[config.mk]
export PLATFORM = sky130hd
export DESIGN_NAME = transpose_buffer_db
export DESIGN_NICKNAME = d
export VERILOG_FILES = /design/src/rtl/transpose_buffer_db.sv
export SDC_FILE = /design/constraint.sdc
export NUM_CORES = 1
export LEC_CHECK = 0
export CAP_MARGIN = 5
export CELL_PAD_IN_SITES_DETAIL_PLACEMENT = 0
export CELL_PAD_IN_SITES_GLOBAL_PLACEMENT = 2
export CORE_AREA = 8 8 239 241
export DETAILED_ROUTE_END_ITERATION = 16
export DIE_AREA = 0 0 247 249
export PLACE_DENSITY = 0.74
export SYNTH_ARGS = -nofsm -noshare
export SYNTH_HDL_FRONTEND = slang
export SYNTH_SLANG_ARGS = --single-unit
[constraint.sdc]
create_clock -name clk -period 6.2 [get_ports clk]
set_clock_uncertainty 0.1 [all_clocks]
set_input_delay 0.62 -clock clk [delete_from_list [all_inputs] [get_ports clk]]
set_output_delay 0.62 -clock clk [all_outputs]
set_load 0.01 [all_outputs]
[src/rtl/transpose_buffer_db.sv]
// transpose_buffer_db
//   Double-buffered tile transpose. Row fetches of FETCH_WIDTH words are
//   compacted (valid lanes packed low, order kept, rest zeroed) and written
//   into the current write bank. When NUM_ROWS rows have landed the bank is
//   marked full. The read side then emits it column by column, while the
//   other bank fills.
//
// Ports
//   clk, rst_n      clock, asynchronous active-low reset
//   flush           synchronous clear of pointers and bank state
//   in_valid/ready  fetch handshake; in_data lane i at [i*WORD_WIDTH +: WORD_WIDTH]
//   in_lane_valid   per-lane valid mask for compaction
//   cfg_num_cols    columns to emit, latched on a tile's first row (0 or >FETCH_WIDTH -> FETCH_WIDTH)
//   out_valid/ready column handshake
//   out_col         word r = row r of the current column
//   out_col_idx     current column index
//   out_last        current column is the tile's last
//   num_full        number of full banks (0..2)
module transpose_buffer_db #(
  parameter int WORD_WIDTH  = 16,
  parameter int FETCH_WIDTH = 4,
  parameter int NUM_ROWS    = 4
) (
  input  logic                              clk,
  input  logic                              rst_n,
  input  logic                              flush,
  input  logic                              in_valid,
  output logic                              in_ready,
  input  logic [FETCH_WIDTH*WORD_WIDTH-1:0] in_data,
  input  logic [FETCH_WIDTH-1:0]            in_lane_valid,
  input  logic [$clog2(FETCH_WIDTH+1)-1:0]  cfg_num_cols,
  output logic                              out_valid,
  input  logic                              out_ready,
  output logic [NUM_ROWS*WORD_WIDTH-1:0]    out_col,
  output logic [$clog2(FETCH_WIDTH)-1:0]    out_col_idx,
  output logic                              out_last,
  output logic [1:0]                        num_full
);

  localparam int CW = $clog2(FETCH_WIDTH+1);
  localparam int IW = $clog2(FETCH_WIDTH);
  localparam int RW = $clog2(NUM_ROWS);
  localparam int DW = FETCH_WIDTH*WORD_WIDTH;

  logic [DW-1:0] mem [2][NUM_ROWS];

  logic          wbank, rbank;
  logic [RW-1:0] row;
  logic [IW-1:0] col;
  logic [1:0]    full;
  logic [CW-1:0] ncols [2];

  logic [DW-1:0] packed_row;
  logic [CW-1:0] cfg_clamped;
  logic [CW-1:0] last_idx;
  logic          col_last;
  logic          wr_fire, rd_fire;

  // Lane compaction: each valid lane lands at the next free low slot.
  always_comb begin
    int unsigned pos;
    packed_row = '0;
    pos = 0;
    for (int unsigned i = 0; i < FETCH_WIDTH; i++) begin
      if (in_lane_valid[i]) begin
        packed_row[pos*WORD_WIDTH +: WORD_WIDTH] = in_data[i*WORD_WIDTH +: WORD_WIDTH];
        pos++;
      end
    end
  end

  always_comb begin
    cfg_clamped = cfg_num_cols;
    if (cfg_num_cols == '0 || cfg_num_cols > CW'(FETCH_WIDTH))
      cfg_clamped = CW'(FETCH_WIDTH);
  end

  assign in_ready  = !full[wbank] && !flush;
  assign out_valid = full[rbank] && !flush;
  assign wr_fire   = in_valid && in_ready;
  assign rd_fire   = out_valid && out_ready;

  assign last_idx  = ncols[rbank] - CW'(1);
  assign col_last  = (CW'(col) == last_idx);
  assign num_full  = 2'(full[0]) + 2'(full[1]);

  always_comb begin
    out_col     = '0;
    out_col_idx = '0;
    out_last    = 1'b0;
    if (out_valid) begin
      for (int unsigned r = 0; r < NUM_ROWS; r++)
        out_col[r*WORD_WIDTH +: WORD_WIDTH] = mem[rbank][r][col*WORD_WIDTH +: WORD_WIDTH];
      out_col_idx = col;
      out_last    = col_last;
    end
  end

  // Tile storage carries no reset; contents are only visible once a bank is full.
  always_ff @(posedge clk) begin
    if (wr_fire)
      mem[wbank][row] <= packed_row;
  end

  // Write completion and read completion always hit different banks
  // (writes need a non-full bank, reads a full one), so both full-flag
  // updates may land in the same cycle without conflict.
  always_ff @(posedge clk or negedge rst_n) begin
    if (!rst_n) begin
      wbank    <= 1'b0;
      rbank    <= 1'b0;
      row      <= '0;
      col      <= '0;
      full     <= '0;
      ncols[0] <= CW'(FETCH_WIDTH);
      ncols[1] <= CW'(FETCH_WIDTH);
    end else if (flush) begin
      wbank <= 1'b0;
      rbank <= 1'b0;
      row   <= '0;
      col   <= '0;
      full  <= '0;
    end else begin
      if (wr_fire) begin
        if (row == '0)
          ncols[wbank] <= cfg_clamped;
        if (row == RW'(NUM_ROWS-1)) begin
          row         <= '0;
          full[wbank] <= 1'b1;
          wbank       <= !wbank;
        end else begin
          row <= row + RW'(1);
        end
      end
      if (rd_fire) begin
        if (col_last) begin
          col         <= '0;
          full[rbank] <= 1'b0;
          rbank       <= !rbank;
        end else begin
          col <= col + IW'(1);
        end
      end
    end
  end

endmodule

==> flow_summary.ini <==
[run_status]
status = finished clean

[synthesis]
asyncSetResetFlopFracSynth_pct = 2.662
gate_count_post_synth = 1086
syn-num-nets = 1176
post_synth.cell_area_avg_um2 = 19.84
number_of_warning_messages_in_the_yosys_log = 0
synth_top_family_by_area = multiplexers
synth_compound_gate_area_share_pct = 7.184
yosysUniqueCellTypes = 49
synth_largest_type_area_fraction_pct = 71.36
ys_top_cells_by_area = edfxtp_1, mux4_2, a22o_1
synth_mux_area_share_pct = 14.02
synth_sequential_area_ratio_pct = 73.00
synth_area_leader_cell = edfxtp_1
synth_simple_gate_area_share_pct = 2.596
synth_edf_count = 512
yosys.area_share.xor_xnor_pct = 0.1220
post_synth_fa_ha_maj_area_fraction_pct = 0.8479
syn_area_um2 = 21550
postSynthRegisterBits = 526
synth-main-ff-cell = edfxtp_1

[flow_run]
drv_cap = 0

[timing]
final.setup.worst_slack_ns = 1.674
min_period_over_period_pct = 73.00
fmax_mhz = 220.9
report.final.setup_viol = 0
worstMarginPinSlew_ns = 1.288
final_period_minus_worst_setup_slack_ns = 4.526
setup-tns-final_ns = 0
drv_slew = 0
hold_viol_final = 0
worst_slew_margin_rel_pct = 13.01
grt_setup_unrepaired = false

[cts]
clockBufferDepth = 3
cts_hold_repair.buffers = 0
cts-buffers-inserted = 54
clock_sink_count = 526
tritoncts = yes
clk_transition_reported_paths_ns = 0.06
cts_root_buffer = clkbuf_16
cts_setup_buffers = 0
htreeDepth = 2
clock_latency_ns = 0.60
cts.repair.resized = 0

[floorplanning]
floorplan.initialDensity_pct = 40.44
coreArea_um2 = 53280
die_area_um2 = 61500
die_y_um = 249
top_level_ports = 147
die_w_um = 247
rows = 85

[worst_setup_path]
timing.critical_path.max_delay_family = flip-flops
cp.depth = 6
ff2ff_setup_slack_ns = 3.34
path_cells = mux2i_4 > nor2_1 > and2_2 > buf_12 > a22o_1 > clkdlybuf4s50_1
end_kind = primary output
worst-setup-path-type = reg -> out
critical_path_buf_inv_count = 2
timing.critical_path.slowest_stage_cell = dfrtp_4
worstPathMaxFanout = 34
worstSetupStartpoint = rbank
required_ns = 5.48
critical_path.reg2reg.endpoint = mem[1][107]
cp-endpoint = out_col[45]
critical_path.startpoint_type = register
cp_slowest_stage_delay_ns = 0.91
r2r.worst_path.cells = 4
timing.critical_path.arrival_ns = 3.81
worst_r2r_startpoint = full[1]

[placement]
port_buffers = 146
preCtsSetupSlack_ns = 1.405
post-dp-hpwl_um = 31980
routabilityCongestion = 0.7516

[final_layout]
area_growth_pct = 18.98
sequential_cell_area_um2 = 15740
final_nets = 1333
post_route_cells_drive_above_1_share_pct = 21.21
multiInputGateArea_um2 = 5439
final.fill_count = 4336

[route]
iteration_0_drc_count_of_the_detailed_router = 974
routedWlPerCell_um = 26.92
dr.pass1.iters = 5
ant_nets = 0
vias_per_cell = 5.732
drcViolationCount = 0
drt_wl_total_um = 53410
dr_total_vias = 11372

[global_route]
number_of_antenna_violations_at_the_first_check_in_global_routing = 1
number_of_global_route_vias_before_repair = 11683
grt.total_usage_pct = 17.23
grt-ovfl-total = 0
grt_first_pass_wirelength_um = 79320
grt_max_degree = 68

[power]
p_per_area_nw_per_um2 = 296.5
static-leakage-power_nw = 8.021
fin_total_pwr_w = 0.007601
worst_ir_drop_vdd_mv = 0.2439

[hold_path]
timing.hold.worst.class = in -> async
==> per-stage QoR <==
stage          hold WS, ns  std cells  utilization (%)  cell area (µm²)
6_report            0.3285       1984            48.11            25630
3_3_place_gp        0.3537       1882            44.77            23850
4_1_cts             0.3154       1982            48.10            25630
2_1_floorplan       0.2244       1086                -            21550
3_5_place_dp        0.3679       1882            44.77            23850
5_1_grt             0.3839       1983            48.11            25630
==> cells by family (layout without fill, tap and decap cells) <==
group                    count (synthesis)  in the layout
other                                    0              1
multiplexers                           140            140
adder cells (fa/ha/maj)                 14             14
buffers and inverters                   99            300
AND/OR/NAND/NOR                        115            115
flip-flops                             526            526
AO/OA/AOI/OAI                          189            189
XOR/XNOR                                 3              3
==> cell usage after synthesis, types with 4 or more instances <==
library cell  count
buf_2            31
nor2_1           44
nand2_1          40
o21ai_0          18
mux4_2          128
o41ai_1           6
edfxtp_1        512
buf_6             9
a22o_1           96
o41ai_2          10
mux2i_1           7
a22oi_1          31
ha_1             13
clkbuf_1         29
dfrtp_1          12
a21oi_1          18
inv_1            26
mux2_2            4
==> flip-flops by register name (all words and copies together) (netlist names) <==
name	flops
ncols	6
full	2
col	2
wbank	1
rbank	1
mem	512
row	2
==> report_power, final <==
| part | internal (W) | leakage (nW) | total, W | switching [W] |
|---|---|---|---|---|
| Clock | 0.00192 | 0.855 | 0.00323 | 0.00131 |
| Sequential | 0.00399 | 4.82 | 0.00400 | 0.0000112 |
| Combinational | 0.000129 | 2.35 | 0.000375 | 0.000246 |
==> layer usage <==
layer | share of wire, % | GRT usage [%] | vias up | routed length (µm)
met5 | 0 | 0 | - | 0
met4 | 2.0 | 4.678 | 0 | 1063
met3 | 5.9 | 2.916 | 79 | 3156
met2 | 47 | 26.78 | 399 | 25100
met1 | 45 | 24.90 | 6031 | 24090
li1 | - | - | 4863 | -
==> worst reg2reg max path, delay by kind of cell (launching register included) <==
| family | cells | cell delay [ns] |
|---|---|---|
| buf+inv | 1 | 0.56 |
| flops | 1 | 0.46 |
| simple gates | 3 | 1.33 |
==> area by class of cell <==
class	count	area share, %
diodes	1	0.009762
repair buffers	173	6.677
inverters	27	0.3954
clock inverters	33	1.210
flip-flops and latches	526	61.38
multi-input cells	461	21.22
well taps	696	3.397
clock buffers	67	5.711
==> worst min path at each step <==
stage / from / to / slack [ns] / cells past startpoint
after floorplan: rst_n / col[0] / 0.22 / 0
after CTS: rst_n / row[1] / 0.32 / 1
after detailed placement: ncols[5] / ncols[5] / 0.37 / 2
after global placement: ncols[5] / ncols[5] / 0.35 / 2
final: rst_n / ncols[4] / 0.33 / 1
after global routing: rst_n / ncols[4] / 0.38 / 1
==> cells in the final DEF, fill, tap and decap left out, types with 3 or more instances in the layout <==
cell type,count
a211oi_1,3
a21oi_1,18
a22o_1,96
a22oi_1,31
buf_12,4
buf_4,22
bufinv_16,6
clkbuf_1,10
clkbuf_16,57
clkdlybuf4s50_1,146
clkinv_1,15
clkinv_2,7
clkinvlp_4,4
dfrtp_1,10
edfxtp_1,512
ha_1,12
inv_1,26
mux2_2,4
mux2i_1,7
mux4_2,128
nand2_1,40
nand3_1,3
nor2_1,36
nor2_4,7
nor3_4,3
nor3b_2,3
o21ai_0,18
o41ai_1,6
o41ai_2,10
or3_1,3
xnor2_1,3
Power figures use the tool's default switching activity.
